## src/rtl/mon_sopc_ram_bist.sv

```systemverilog
// Avalon-MM BIST master: writes seed+i over a word range, reads it back and counts mismatches.
// Define MEM_BIST_INVERT_PASS_EN to add a second pass using inverted data ~(seed+i).
module mon_sopc_ram_bist #(
    parameter int unsigned ADDR_W      = 13,
    parameter int unsigned DATA_W      = 32,
    parameter int unsigned CNT_W       = 14,
    parameter int unsigned MAX_PENDING = 4
) (
    input  logic                clk,
    input  logic                reset,
    input  logic                start,
    input  logic [ADDR_W-1:0]   base_addr,
    input  logic [CNT_W-1:0]    word_count,
    input  logic [DATA_W-1:0]   seed,
    output logic                busy,
    output logic                done,
    output logic                pass,
    output logic [15:0]         err_count,
    output logic [ADDR_W-1:0]   first_fail_addr,
    output logic [ADDR_W-1:0]   avm_address,
    output logic [DATA_W/8-1:0] avm_byteenable,
    output logic                avm_read,
    output logic                avm_write,
    output logic [DATA_W-1:0]   avm_writedata,
    input  logic [DATA_W-1:0]   avm_readdata,
    input  logic                avm_waitrequest,
    input  logic                avm_readdatavalid
);

    localparam int unsigned OUT_W = 4;
    localparam logic [OUT_W-1:0] MAX_OUT = OUT_W'(MAX_PENDING);

    typedef enum logic [2:0] {StIdle, StWrite, StRead, StDrain, StDone} state_e;

    state_e            state_q;
    logic [ADDR_W-1:0] base_q;
    logic [CNT_W-1:0]  count_q;
    logic [DATA_W-1:0] seed_q;
    logic [CNT_W-1:0]  cmd_idx_q;
    logic [CNT_W-1:0]  rsp_idx_q;
    logic [OUT_W-1:0]  outstanding_q;

`ifdef MEM_BIST_INVERT_PASS_EN
    logic phase_q;
`else
    logic phase_q;
    assign phase_q = 1'b0;
`endif

    logic [CNT_W-1:0]  last_idx;
    logic              wr_accept;
    logic              rd_accept;
    logic              rsp_valid;
    logic              mismatch;
    logic [DATA_W-1:0] expected;
    logic [OUT_W-1:0]  outstanding_d;
    logic [15:0]       err_count_d;

    assign avm_byteenable = '1;

    always_comb begin
        last_idx  = count_q - CNT_W'(1);
        wr_accept = avm_write & ~avm_waitrequest;
        rd_accept = avm_read & ~avm_waitrequest;
        // Responses only count while reads of this run can be in flight.
        rsp_valid = avm_readdatavalid && (outstanding_q != '0) &&
                    (state_q == StRead || state_q == StDrain);
        expected  = seed_q + DATA_W'(rsp_idx_q);
        if (phase_q) begin
            expected = ~expected;
        end
        mismatch = rsp_valid && (avm_readdata != expected);

        outstanding_d = outstanding_q;
        if (rd_accept && !rsp_valid) begin
            outstanding_d = outstanding_q + OUT_W'(1);
        end else if (!rd_accept && rsp_valid) begin
            outstanding_d = outstanding_q - OUT_W'(1);
        end

        err_count_d = err_count;
        if (mismatch && err_count != 16'hFFFF) begin
            err_count_d = err_count + 16'd1;
        end
    end

    always_ff @(posedge clk) begin
        if (reset) begin
            state_q         <= StIdle;
            base_q          <= '0;
            count_q         <= '0;
            seed_q          <= '0;
            cmd_idx_q       <= '0;
            rsp_idx_q       <= '0;
            outstanding_q   <= '0;
`ifdef MEM_BIST_INVERT_PASS_EN
            phase_q         <= 1'b0;
`endif
            busy            <= 1'b0;
            done            <= 1'b0;
            pass            <= 1'b0;
            err_count       <= '0;
            first_fail_addr <= '0;
            avm_address     <= '0;
            avm_read        <= 1'b0;
            avm_write       <= 1'b0;
            avm_writedata   <= '0;
        end else begin
            done          <= 1'b0;
            outstanding_q <= outstanding_d;

            if (rsp_valid) begin
                rsp_idx_q <= rsp_idx_q + CNT_W'(1);
            end
            if (mismatch) begin
                err_count <= err_count_d;
                if (err_count == '0) begin
                    first_fail_addr <= base_q + ADDR_W'(rsp_idx_q);
                end
            end

            case (state_q)
                StIdle: begin
                    if (start) begin
                        base_q          <= base_addr;
                        count_q         <= word_count;
                        seed_q          <= seed;
                        cmd_idx_q       <= '0;
                        rsp_idx_q       <= '0;
                        outstanding_q   <= '0;
`ifdef MEM_BIST_INVERT_PASS_EN
                        phase_q         <= 1'b0;
`endif
                        err_count       <= '0;
                        first_fail_addr <= '0;
                        busy            <= 1'b1;
                        if (word_count == '0) begin
                            state_q <= StDone;
                            done    <= 1'b1;
                            pass    <= 1'b1;
                        end else begin
                            state_q       <= StWrite;
                            pass          <= 1'b0;
                            avm_write     <= 1'b1;
                            avm_address   <= base_addr;
                            avm_writedata <= seed;
                        end
                    end
                end

                StWrite: begin
                    if (wr_accept) begin
                        if (cmd_idx_q == last_idx) begin
                            state_q     <= StRead;
                            cmd_idx_q   <= '0;
                            avm_write   <= 1'b0;
                            avm_read    <= 1'b1;
                            avm_address <= base_q;
                        end else begin
                            cmd_idx_q   <= cmd_idx_q + CNT_W'(1);
                            avm_address <= avm_address + ADDR_W'(1);
                            // ~(s+i+1) == ~(s+i) - 1, so the inverted pass counts down.
                            avm_writedata <= phase_q ? avm_writedata - DATA_W'(1)
                                                     : avm_writedata + DATA_W'(1);
                        end
                    end
                end

                StRead: begin
                    if (rd_accept) begin
                        if (cmd_idx_q == last_idx) begin
                            state_q  <= StDrain;
                            avm_read <= 1'b0;
                        end else begin
                            cmd_idx_q   <= cmd_idx_q + CNT_W'(1);
                            avm_address <= avm_address + ADDR_W'(1);
                            avm_read    <= (outstanding_d < MAX_OUT);
                        end
                    end else if (!avm_read) begin
                        avm_read <= (outstanding_d < MAX_OUT);
                    end
                end

                StDrain: begin
                    if (outstanding_d == '0) begin
`ifdef MEM_BIST_INVERT_PASS_EN
                        if (!phase_q) begin
                            phase_q       <= 1'b1;
                            state_q       <= StWrite;
                            cmd_idx_q     <= '0;
                            rsp_idx_q     <= '0;
                            avm_write     <= 1'b1;
                            avm_address   <= base_q;
                            avm_writedata <= ~seed_q;
                        end else begin
                            state_q <= StDone;
                            done    <= 1'b1;
                            pass    <= (err_count_d == '0);
                        end
`else
                        state_q <= StDone;
                        done    <= 1'b1;
                        pass    <= (err_count_d == '0);
`endif
                    end
                end

                StDone: begin
                    state_q <= StIdle;
                    busy    <= 1'b0;
                end

                default: begin
                    state_q <= StIdle;
                end
            endcase
        end
    end

endmodule
```

## config.mk

```make
export PLATFORM = sky130hd
export DESIGN_NAME = mon_sopc_ram_bist
export DESIGN_NICKNAME = d
export VERILOG_FILES = /design/src/rtl/mon_sopc_ram_bist.sv
export SDC_FILE = /design/constraint.sdc
export NUM_CORES = 1
export LEC_CHECK = 0
export ABC_AREA = 1
export BUFFER_PORTS_ARGS = -buffer_cell sky130_fd_sc_hd__buf_2
export CAP_MARGIN = 20
export CORE_ASPECT_RATIO = 0.6
export CORE_MARGIN = 2
export CORE_UTILIZATION = 25
export CTS_CLUSTER_SIZE = 40
export DETAILED_ROUTE_END_ITERATION = 10
export GPL_TIMING_DRIVEN = 0
export PLACE_DENSITY = 0.46
export REMOVE_ABC_BUFFERS = 1
export SYNTH_ARGS = -nofsm -noshare
export SYNTH_HDL_FRONTEND = slang
export SYNTH_SLANG_ARGS = --single-unit
```

## constraint.sdc

```tcl
create_clock -name clk -period 2.65 [get_ports clk]
set_input_delay 0.3975 -clock clk [delete_from_list [all_inputs] [get_ports clk]]
set_output_delay 0.3975 -clock clk [all_outputs]
set_load 0.05 [all_outputs]
```

==> results_dict.tcl <==
set metrics [dict create \
    gp_congestion 0.881 \
    reg2reg_to "pass$_SDFFE_PP0P_" \
    hold_viol 0 \
    hold_start "word_count[13]" \
    required_ns 3.04 \
    most-common-layout-cells "nand2_1 (364), inv_1 (196), buf_2 (174), dfxtp_1 (141), a21oi_1 (122)" \
    core_area_um2 45000 \
    yosys_warnings 0 \
    top_layer "met4" \
    path_clk_slew_ns 0.08 \
    drt_wl_total_um 44800 \
    slowest_stage "dfxtp_2" \
    cp_max_fo 7 \
    dieWidth_um 280 \
    crit_path_end_kind "register" \
    die_h_um 170 \
    area_delta_synth_final_pct 38.1 \
    insertion_delay_ns 0.46 \
    violations "negative setup slack" \
    start_kind "register" \
    cp_cell_sequence "ha_4 > nand2_1 > nor2_1 > nand2_1 > nand2_1 > nand2_1 > nand2_4 > nand2_1 > nand2_1 > nand2_1 > nand2_1 > nand2_1 > nor2_2 > nand2_1 > nor2_4 > nand2_8 > nand3_4 > xor2_2 > nand3_1 > nor2_2 > nand3_2 > a21oi_2" \
    dr.pass1.iters 5 \
    placed_cell_area_um2 13000 \
    arrival_ns 3.59 \
    fin_ws_ns -0.553 \
    max_cap_viol_count 0 \
    grt_pass1_vias 11300 \
    min_path_cells 3 \
    syn_area_um2 11400 \
    setup_viol 42 \
    async_reset_ff_share_pct 0 \
    rsz0062_at_grt "true" \
    cts_hold_buf 0 \
    clock_path_buffers 2 \
    ys_seq_area_share_pct 30.3 \
    worst_pin_slew_ns 1.10 \
    yosysUniqueCellTypes 54 \
    slew_headroom_pct 25.9 \
    status "complete, but fails checks" \
    ff2ff_path_depth 22 \
    final_common_cell "nand2_1" \
    synth_edf_count 0 \
    wire_per_inst_um 17.4 \
    postSynthAreaPerCell_um2 6.59 \
    final_area_um2 15800 \
    whs_endpoint "count_q[13]$_SDFFE_PP0P_" \
    period_needed_ns 3.20 \
    max_freq_ghz 0.312 \
    cellPowerDensity_nw_per_um2 863 \
    worstSetupPathType "reg2reg" \
    viasPerCell 4.76 \
    ioPinCount 179 \
    layout.nets 2100 \
    drive_above_1_share_pct 29.4 \
    grt_first_pass_wirelength_um 67000 \
    drcViolationCount 0 \
    hpwl_um 31900 \
    met2RoutedLength_um 19300 \
    worstReg2RegStart "rsp_idx_q[3]$_SDFF_PP0_" \
    netlist_instances 1734 \
    grt_max_degree 59 \
    vias 12300 \
    antenna_found_initial 5 \
    slew_viol_final 0 \
    grt_overflow_total 0 \
    wl_met3_um 1980 \
    start_util_pct 25.4 \
    portBuffers 174 \
    timing.final.crit_share_pct 121 \
    peakVddDrop_mv 0.520 \
    cts.sinks 173 \
    ant_nets 0 \
    worstHoldPathType "in2reg" \
    first_iter_violations 855 \
    drt-met1-wl_um 22700 \
    dieArea_um2 47500 \
    ys.flop_type "dfxtp_1" \
    clockRootBuffer "clkbuf_16" \
    critical_path.most_common_cell "nand2_1" \
    hold-worst-slack_ns 0.224 \
    cts_buffers 17 \
    grt_usage_pct 18.4 \
    tritoncts "yes" \
    rows 60 \
    p_leak_nw 6.83 \
    htreeDepth 4 \
    ys_seq_elements 173 \
    clock_skew_ns 0.0187 \
    r2r_slack_ns -0.55 \
    cpPeakStageDelay_ns 0.37 \
]
-- power by group --
part           internal [mW]  switching [mW]
registers               3.13           0.678
logic                   2.55            4.55
clock network           1.37            1.34
total                   7.05            6.57
-- state kept, by name, summed over array words and instances, names as in the netlist, 14 cells and up --
register and cells:
cmd_idx_q 14, avm_writedata 32, count_q 14, seed_q 32, err_count 16, rsp_idx_q 14
-- critical path, delay by kind of cell (launching register included) --
family | cells | cell delay (ns)
xor+xnor | 1 | 0.16
fa+ha+maj | 1 | 0.33
flops | 1 | 0.37
compound gates | 1 | 0.14
simple gates | 19 | 2.13
-- worst max-delay path by stage --
stage                       startpoint                             end  slack (ns)  depth (start not counted)
2_1_floorplan  state_q[2]$_SDFFE_PP0P_  first_fail_addr[10]$_SDFF_PP0_       -2.02                          7
3_3_place_gp   state_q[2]$_SDFFE_PP0P_   first_fail_addr[3]$_SDFF_PP0_       -6.10                          7
3_5_place_dp   state_q[2]$_SDFFE_PP0P_     avm_address[1]$_SDFFE_PP0P_       -2.18                         12
4_1_cts        rsp_idx_q[0]$_SDFF_PP0_               pass$_SDFFE_PP0P_       -0.68                         24
5_1_grt        rsp_idx_q[0]$_SDFF_PP0_               pass$_SDFFE_PP0P_       -0.75                         24
6_report       rsp_idx_q[3]$_SDFF_PP0_               pass$_SDFFE_PP0P_       -0.55                         22
-- through the flow --
stage | setup TNS (ns) | power, mW | util, % | instances | setup WS (ns)
5_1_grt | -20.53 | 14.4 | 35.1 | 2574 | -0.754
3_3_place_gp | -770.82 | 8.63 | 28.4 | 2442 | -6.10
4_1_cts | -11.23 | 13.0 | 33.1 | 2541 | -0.684
2_1_floorplan | -225.96 | 7.15 | - | 1679 | -2.02
3_5_place_dp | -111.94 | 8.88 | 28.8 | 2448 | -2.18
6_report | -9.35 | 13.6 | 35.1 | 2574 | -0.553
-- routing by layer --
layer / track usage (%) / vias to the layer above
li1: - / 6169
met5: 0 / -
met3: 2.93 / 39
met4: 5.28 / 0
met2: 27.8 / 267
met1: 26.9 / 5777
-- synthesized netlist by cell type, types with 7 or more instances --
master	instances	area, um^2
nand2_1	404	1520
inv_1	216	811
dfxtp_1	173	3460
nor2_1	144	541
a21oi_1	142	711
nand3_1	114	571
xor2_1	103	902
o21ai_0	98	490
nor3_1	44	220
clkbuf_1	43	161
ha_1	35	438
xnor2_1	34	298
nand4_1	33	206
a31oi_1	23	144
nor4_1	12	75.1
nand2_2	9	56.3
o211a_1	8	80.1
o21ai_1	7	35.0
o221ai_1	7	61.3
-- kinds of logic (layout without fill, tap and decap cells) --
| family | after synthesis | after routing | share of synthesized area [%] |
|---|---|---|---|
| other | 1 | 9 | 0.0328 |
| AO/OA/AOI/OAI | 312 | 312 | 15.1 |
| adder cells (fa/ha/maj) | 37 | 37 | 4.18 |
| AND/OR/NAND/NOR | 790 | 795 | 30.0 |
| XOR/XNOR | 138 | 138 | 10.6 |
| flip-flops | 173 | 173 | 30.3 |
| buffers and inverters | 283 | 521 | 9.71 |
-- layout make-up --
type | instances | area [um^2]
fill | 4865 | 29200
multi-input combinational | 1286 | 8130
sequential | 173 | 3530
timing repair buffer | 259 | 1780
inverter | 225 | 930
tap | 589 | 737
clock buffer | 17 | 425
clock inverter | 15 | 191
timing repair inverter | 5 | 47.5
antenna | 5 | 12.5
-- repair_timing --
item                       4_1_cts  5_1_grt
pin swaps                       53       76
setup endpoints to repair      106      102
setup buffers                   51       28
gates cloned                    11        2
gates resized for setup        239      172
(Power assumes the default switching activity.)
